--- config.mk ---
export PLATFORM = sky130hd
export DESIGN_NAME = muldiv_sequencer
export DESIGN_NICKNAME = d
export VERILOG_FILES = /design/src/rtl/muldiv_sequencer.sv
export SDC_FILE = /design/constraint.sdc
export NUM_CORES = 1
export LEC_CHECK = 0
export ABC_AREA = 0
export ABC_CLOCK_PERIOD_IN_PS = 2950
export CAP_MARGIN = 10
export CORE_AREA = 8 8 132 134
export CTS_CLUSTER_SIZE = 40
export DETAILED_ROUTE_END_ITERATION = 8
export DIE_AREA = 0 0 140 142
export HOLD_SLACK_MARGIN = 0.12
export PLACE_DENSITY = 0.76
export SLEW_MARGIN = 20
export SYNTH_ARGS = -nofsm -noshare
export SYNTH_HDL_FRONTEND = slang
export SYNTH_SLANG_ARGS = --single-unit
--- constraint.sdc ---
create_clock -name clk -period 2.95 [get_ports clk]
set_clock_uncertainty 0.15 [all_clocks]
set_input_delay 0.4425 -clock clk [delete_from_list [all_inputs] [get_ports clk]]
set_output_delay 0.4425 -clock clk [all_outputs]
set_load 0.005 [all_outputs]
--- src/rtl/muldiv_sequencer.sv ---
// muldiv_sequencer: multi-cycle unsigned multiply/divide unit that sits beside
// the execute-stage ALU. Radix-2 shift-add multiplier, restoring divider.
// Build option: define MULDIV_DIV_EN to compile in the divider and DIV state;
// without it DIVU/REMU complete in one cycle with illegalM=1 and resultM=0.

`ifndef WORD
`define WORD 32
`endif

module muldiv_sequencer #(
    parameter int WIDTH = `WORD
) (
    input  logic             clk,
    input  logic             reset,     // asynchronous, active-low
    input  logic             startE,
    input  logic [1:0]       opE,
    input  logic [WIDTH-1:0] src1E,
    input  logic [WIDTH-1:0] src2E,
    input  logic             flush,
    output logic             stall,
    output logic             busy,
    output logic             doneM,
    output logic [WIDTH-1:0] resultM,
    output logic             illegalM
);

    localparam int             CW       = $clog2(WIDTH) + 1;
    localparam logic [CW-1:0]  CNT_LOAD = CW'(WIDTH);

`ifdef MULDIV_DIV_EN
    typedef enum logic [1:0] {S_IDLE = 2'd0, S_MUL = 2'd1, S_DONE = 2'd2, S_DIV = 2'd3} state_e;
`else
    typedef enum logic [1:0] {S_IDLE = 2'd0, S_MUL = 2'd1, S_DONE = 2'd2} state_e;
`endif

    state_e             state_q, state_d;
    logic [CW-1:0]      cnt_q, cnt_d;
    logic               res_sel_q, res_sel_d;    // 1: MULHU high half / REMU remainder
    logic [2*WIDTH-1:0] acc_q, acc_d;            // {partial product, multiplier}
    logic [WIDTH-1:0]   mcand_q, mcand_d;
    logic               done_q, done_d;
    logic [WIDTH-1:0]   result_q, result_d;
    logic               illegal_q, illegal_d;

    // One shift-add step: add multiplicand into upper half when multiplier LSB is set.
    logic [WIDTH:0]     mul_sum;
    logic [2*WIDTH-1:0] mul_next;
    always_comb begin
        mul_sum  = {1'b0, acc_q[2*WIDTH-1:WIDTH]} + {1'b0, (acc_q[0] ? mcand_q : '0)};
        mul_next = {mul_sum, acc_q[WIDTH-1:1]};
    end

`ifdef MULDIV_DIV_EN
    logic [WIDTH:0]   rem_q, rem_d;
    logic [WIDTH-1:0] quot_q, quot_d;
    logic [WIDTH-1:0] divisor_q, divisor_d;

    // One restoring step: shift {rem, quot} left, trial-subtract, keep if non-negative.
    logic [WIDTH+1:0] div_shift, div_trial;
    logic [WIDTH:0]   rem_next;
    logic [WIDTH-1:0] quot_next;
    always_comb begin
        div_shift = {rem_q, quot_q[WIDTH-1]};
        div_trial = div_shift - {2'b00, divisor_q};
        if (!div_trial[WIDTH+1]) begin
            rem_next  = div_trial[WIDTH:0];
            quot_next = {quot_q[WIDTH-2:0], 1'b1};
        end else begin
            rem_next  = div_shift[WIDTH:0];
            quot_next = {quot_q[WIDTH-2:0], 1'b0};
        end
    end
`endif

    // Next-state, datapath updates and registered-output values.
    always_comb begin
        // NOTE: every variable gets its default first so no path leaves one unassigned,
        // which would otherwise infer a latch.
        state_d   = state_q;
        cnt_d     = cnt_q;
        res_sel_d = res_sel_q;
        acc_d     = acc_q;
        mcand_d   = mcand_q;
        done_d    = 1'b0;
        result_d  = '0;
        illegal_d = 1'b0;
`ifdef MULDIV_DIV_EN
        rem_d     = rem_q;
        quot_d    = quot_q;
        divisor_d = divisor_q;
`endif
        case (state_q)
            S_IDLE: begin
                if (startE && !flush) begin
                    res_sel_d = opE[0];
                    cnt_d     = CNT_LOAD;
                    if (!opE[1]) begin
                        acc_d   = {{WIDTH{1'b0}}, src2E};
                        mcand_d = src1E;
                        state_d = S_MUL;
                    end else begin
`ifdef MULDIV_DIV_EN
                        if (src2E == '0) begin
                            // Divide by zero: quotient all ones, remainder is the dividend.
                            state_d  = S_DONE;
                            done_d   = 1'b1;
                            result_d = opE[0] ? src1E : '1;
                        end else begin
                            rem_d     = '0;
                            quot_d    = src1E;
                            divisor_d = src2E;
                            state_d   = S_DIV;
                        end
`else
                        state_d   = S_DONE;
                        done_d    = 1'b1;
                        illegal_d = 1'b1;
`endif
                    end
                end
            end
            S_MUL: begin
                acc_d = mul_next;
                cnt_d = cnt_q - CW'(1);
                if (cnt_q == CW'(1)) begin
                    state_d  = S_DONE;
                    done_d   = 1'b1;
                    result_d = res_sel_q ? mul_next[2*WIDTH-1:WIDTH] : mul_next[WIDTH-1:0];
                end
            end
`ifdef MULDIV_DIV_EN
            S_DIV: begin
                rem_d  = rem_next;
                quot_d = quot_next;
                cnt_d  = cnt_q - CW'(1);
                if (cnt_q == CW'(1)) begin
                    state_d  = S_DONE;
                    done_d   = 1'b1;
                    result_d = res_sel_q ? rem_next[WIDTH-1:0] : quot_next;
                end
            end
`endif
            S_DONE:  state_d = S_IDLE;
            default: state_d = S_IDLE;
        endcase
        // Flush aborts whatever is in flight; the op never reports done.
        if (flush) begin
            state_d   = S_IDLE;
            done_d    = 1'b0;
            result_d  = '0;
            illegal_d = 1'b0;
        end
    end

    // State and datapath registers.
    always_ff @(posedge clk or negedge reset) begin
        if (!reset) begin
            state_q   <= S_IDLE;
            cnt_q     <= '0;
            res_sel_q <= 1'b0;
            acc_q     <= '0;
            mcand_q   <= '0;
            done_q    <= 1'b0;
            result_q  <= '0;
            illegal_q <= 1'b0;
`ifdef MULDIV_DIV_EN
            rem_q     <= '0;
            quot_q    <= '0;
            divisor_q <= '0;
`endif
        end else begin
            // NOTE: non-blocking assignments so every register samples pre-edge values.
            state_q   <= state_d;
            cnt_q     <= cnt_d;
            res_sel_q <= res_sel_d;
            acc_q     <= acc_d;
            mcand_q   <= mcand_d;
            done_q    <= done_d;
            result_q  <= result_d;
            illegal_q <= illegal_d;
`ifdef MULDIV_DIV_EN
            rem_q     <= rem_d;
            quot_q    <= quot_d;
            divisor_q <= divisor_d;
`endif
        end
    end

    // Pipeline-facing outputs; result side comes straight from registers.
    always_comb begin
`ifdef MULDIV_DIV_EN
        busy = (state_q == S_MUL) || (state_q == S_DIV);
`else
        busy = (state_q == S_MUL);
`endif
        stall    = ((state_q == S_IDLE) && startE) || busy;
        doneM    = done_q;
        resultM  = result_q;
        illegalM = illegal_q;
    end

endmodule

== Word-level counts from Yosys, hierarchy flattened ==
Cells that the tools add are included.

* Flip-flop bits (word level): 139
* Bits of input ports: 70
* Output and inout bits: 36
* Word-level logic and storage cells: 50

* $add $sub $neg: 2
* Equality and inequality tests: 6
* Muxes and demuxes: 22
* Bitwise gates (word level): 1
* Reduce and logical (&&, ||, !) cells: 11

{| class="wikitable"
|+ Operators with widths
! cell !! number
|-
| 2-to-1 mux 32 bit || 5
|-
| 2-to-1 mux 64 bit || 2
|-
| case mux 64 bit (2 select lines) || 1
|-
| adder 32 x 32 -> 33 bit || 1
|-
| case mux 6 bit (2 select lines) || 1
|-
| 2-to-1 mux 2 bit || 4
|-
| == test 6 x 1 -> 1 bit (second input constant) || 1
|-
| 2-to-1 mux 1 bit || 6
|-
| 2-to-1 mux 6 bit || 1
|-
| AND reduction 2 bit || 3
|-
| AND reduction 3 bit || 2
|-
| subtractor 6 x 1 -> 6 bit (second input constant) || 1
|-
| inequality test 2 bit (second input constant) || 2
|-
| case mux 2 bit (2 select lines) || 1
|-
| inequality test 3 x 2 -> 1 bit (second input constant) || 1
|-
| inequality test 3 bit (second input constant) || 1
|-
| == test 2 x 1 -> 1 bit (second input constant) || 1
|-
| logical AND 1 bit || 2
|-
| logical NOT 2 bit || 1
|-
| case mux 1 bit (2 select lines) || 1
|-
| nonzero test 2 bit || 1
|-
| logical NOT 1 bit || 1
|-
| logical OR 1 bit || 1
|-
| inverter 1 bit || 1
|}

== Logic depth before layout (Yosys ltp) ==
* Word-level depth: 6
* Mapped depth: 13
* Mapped depth without buffers: 13

== Worst setup path before layout ==
No wires, ideal clock.

* Path type: reg2reg
* Start point: register acc_q[0]
* End point: register result_q[29], in the netlist resultM[29]
* Setup time: 0.071 ns
* Arrival: 2.695 ns
* Data required time: 2.729 ns
* Path slack: 0.034 ns
* Stages on the path, launching flop included: 13
* Buffers on the path: 1
* Period minus slack after synthesis: 2.916 ns
* Cells stage by stage: dfrtp_1 -> clkbuf_1 -> nand2_1 -> fa_1 -> and2b_1 -> o2111ai_2 -> a211oi_2 -> o22ai_2 -> a211o_1 -> o21ai_2 -> xor2_1 -> mux2i_1 -> nor2_1

* Cells in the longest elaborated chain, start to end: 6

{| class="wikitable"
|+ Ends and longest elaborated chain
! item !! line !! RTL
|-
| from (decl) || 39 || <nowiki>logic [2*WIDTH-1:0] acc_q, acc_d;</nowiki>
|-
| from (signal assigned) || 161 || <nowiki>acc_q <= '0;</nowiki>
|-
| from (signal assigned) || 176 || <nowiki>acc_q <= acc_d;</nowiki>
|-
| 2-to-1 mux 32 bit || 49 || <nowiki>mul_sum = {1'b0, acc_q[2*WIDTH-1:WIDTH]} + {1'b0, (acc_q[0] ? mcand_q : '0)};</nowiki>
|-
| adder 32 x 32 -> 33 bit || 49 ||
|-
| 2-to-1 mux 32 bit || 128 || <nowiki>result_d = res_sel_q ? mul_next[2*WIDTH-1:WIDTH] : mul_next[WIDTH-1:0];</nowiki>
|-
| 2-to-1 mux 32 bit || 125 || <nowiki>if (cnt_q == CW'(1)) begin</nowiki>
|-
| 2-to-1 mux 32 bit || 92 || <nowiki>case (state_q)</nowiki>
|-
| 2-to-1 mux 32 bit || 147 || <nowiki>if (flush) begin</nowiki>
|-
| named net result_d[29] || 42 || <nowiki>logic [WIDTH-1:0] result_q, result_d;</nowiki>
|-
| to (signal assigned) || 179 || <nowiki>result_q <= result_d;</nowiki>
|-
| to (decl) || 42 ||
|}

The timed path passes the listed nets, and every way through them passes these cells.
A chain may end at the register's enable or synchronous reset.

== Final worst setup path ==
* Start point: register acc_q[0]
* End point: register result_q[24], in the netlist resultM[24]

The elaborated chain is that of the path after synthesis.

==> results.cfg <==
[outcome]
status = complete, but fails checks
violations = negative setup slack

[floorplanning]
fp-row-count = 46
coreArea_um2 = 15400
start_util = 0.486
die_y_um = 142
dieArea_um2 = 19900
io-pin-count = 106
die_w_um = 140

[route]
route.detailed.drc = 0
viasPerCell = 5.54
drtIter0Drc = 373
wl_mm = 20.2
ant_nets = 0
wl_per_cell_um = 17.7
first_pass_iters = 5
vias = 6353

[logic_synthesis]
synth_edf_count = 0
synth_seq_cells = 139
synthDistinctLibCells = 57
yosysWarnings = 0
ys_seq_area_frac = 0.464
netlist_top_cells_count = dfrtp_1, nand2_1, nor2_1
netlist.area_leader.share = 0.464
synthTopCellsByArea = dfrtp_1, nand2_1, ha_1
yosysTopAreaCell = dfrtp_1
yosysMostFrequentCell = dfrtp_1
syn_avg_cell_area_um2 = 9.42
syn-cell-area_um2 = 7500
syn_nets = 901
synth_flop_cell = dfrtp_1
async_reset_ff_frac = 1.00
syn_inst = 796

[global_routing]
antenna_found_initial = 0
grt_pass1_wl_mm = 32.7
grt_max_degree = 103
grt_pass1_vias = 6452
gr-total-overflow = 0
grt_usage = 0.209

[cells_and_area]
syn_to_final_growth_pct = 32.9
nFillCells = 1243
final_area_um2 = 9970
nets = 1047
antenna_cells = 0
drive_gt1_frac = 0.194

[sta]
setup_ws_ps = -127
whs_ps = 353
setup_viol = 11
hold_viol = 0
min_period_ps = 3080
max_slew_margin = 0.329
slew_violations = 0
max_freq_ghz = 0.325
worst-slew-pin-transition_ps = 1010
min_period_over_period = 1.04
grt_setup_unrepaired = yes

[critical_path]
start_kind = flip-flop
cp-end-kind = flip-flop
cpMaxStageDelayCell = dfrtp_1
worstPathMaxFanout = 18
critPathArrivalTime_ps = 3240
cpMostUsedCell = a21oi_1
worstPathRequired_ps = 3110
path_class = flip-flop to flip-flop
critical_path.max_stage_delay_ps = 400
crit_path_cell_trace = buf_4, and2_1, ha_1, a21oi_2, o21ai_1, or2_1, a211oi_4, o31a_1, a21oi_1, or3_1, nand3_1, a21oi_1

[placed_design]
place_congestion = 0.934
dp_hpwl_mm = 13.9
dpl_cell_area_um2 = 9080
dp_slack_ps = -165
io_buffers = 105

[clock_network]
clock_latency_ps = 440
clk_pin_slew_worst_paths_ps = 60
cts-htree-levels = 4
cts_tree = yes
cts.sinks = 139
cts_buffer_depth = 2
numCtsBuffers = 17
root_buffer = clkbuf_16

[power]
leakagePower_nw = 4.64
peakVddDrop_uv = 655
powerDensity_nw_per_um2 = 931

[run]
cap_violations = 0

[hold_path]
hold_class = flip-flop to flip-flop
flip-flops by register name, summed over array words and instances (netlist names):
signal / count
acc_q: 64
state_q: 2
resultM: 32
doneM: 1
cnt_q: 6
mcand_q: 32
res_sel_q: 1
illegalM: 1
placed cells by master, fill, tap and decap left out, types with 6 or more instances in the layout:
cell and count:
nand2_1 138, dfrtp_1 138, clkdlybuf4s50_1 104, nor2_1 84, buf_4 61, a31oi_1 34, nand3_1 33, mux2_2 33
and2_1 32, ha_1 31, a21oi_1 30, mux2i_1 26, inv_1 17, xnor2_1 17, clkbuf_16 17, o21ai_1 12
a21o_1 10, a21oi_2 9, a211oi_1 8, o21ai_0 7, xor2_1 6
kinds of logic after synthesis:
family,count (synthesis),synth area share
AOI/OAI and AO/OA,154,0.139
xor gates and xnor gates,32,0.0374
adders and majority gates,35,0.0594
buffers and inverters,62,0.0339
DFF,139,0.464
muxes,60,0.0856
and+or+nand+nor,314,0.181
metal layers:
metal / share of wire / vias to the layer above / GRT usage / wire length [um]
li1: - / 3017 / - / -
met1: 0.42 / 3083 / 0.249 / 8520
met2: 0.50 / 205 / 0.358 / 10100
met3: 0.053 / 48 / 0.0466 / 1080
met4: 0.029 / 0 / 0.0869 / 584
met5: 0 / - / 0 / 0
per-stage QoR:
| stage | power, mW | TNS [ps] | std cells | utilization |
|---|---|---|---|---|
| after global placement | 6.60 | -422 | 1105 | 0.589 |
| after floorplan | 5.30 | 0 | 796 | - |
| after CTS | 9.07 | -417 | 1143 | 0.637 |
| after detailed placement | 6.68 | -1260 | 1105 | 0.589 |
| after global routing | 9.85 | -3240 | 1147 | 0.646 |
| final | 9.28 | -587 | 1147 | 0.646 |
final timing paths:
kind	start	to	slack [ps]	cells after the start
setup / recovery	acc_q[0]	resultM[24]	-130	12
hold / removal	mcand_q[6]	mcand_q[6]	350	1
setup reg to reg	acc_q[0]	resultM[24]	-130	12
hold reg to reg	mcand_q[6]	mcand_q[6]	350	1
max in group asynchronous	reset	cnt_q[3]	1480	3
min in group asynchronous	reset	resultM[25]	420	2
what timing repair did:
item,4_1_cts,5_1_grt
buffers inserted,5,4
hold endpoints to repair,62,0
cloned,0,0
setup endpoints to repair,23,36
resized for setup,19,23
hold buffers,1,0
pin swaps,16,17
critical path: cells and delay by family (launching register included):
kind / cells / cell delay [ps]
AOI/OAI and AO/OA: 6 / 1010
DFF: 1 / 400
buffers and inverters: 1 / 200
and+or+nand+nor: 4 / 860
adders and majority gates: 1 / 310
area by class of cell:
| cell class | count | area, um^2 | share of cell area |
|---|---|---|---|
| Clock buffer | 20 | 447 | 0.0448 |
| Multi-Input combinational cell | 595 | 4000 | 0.401 |
| Timing Repair Buffer | 171 | 1590 | 0.160 |
| Clock inverter | 12 | 148 | 0.0148 |
| Sequential cell | 139 | 3480 | 0.349 |
| Inverter | 18 | 67.6 | 0.00678 |
| Tap cell | 192 | 240 | 0.0241 |
power by group:
group,switching (mW),internal (mW)
combinational,2.23,2.01
sequential,0.430,2.43
clock,0.833,1.34
Power figures use the tool's default switching activity.
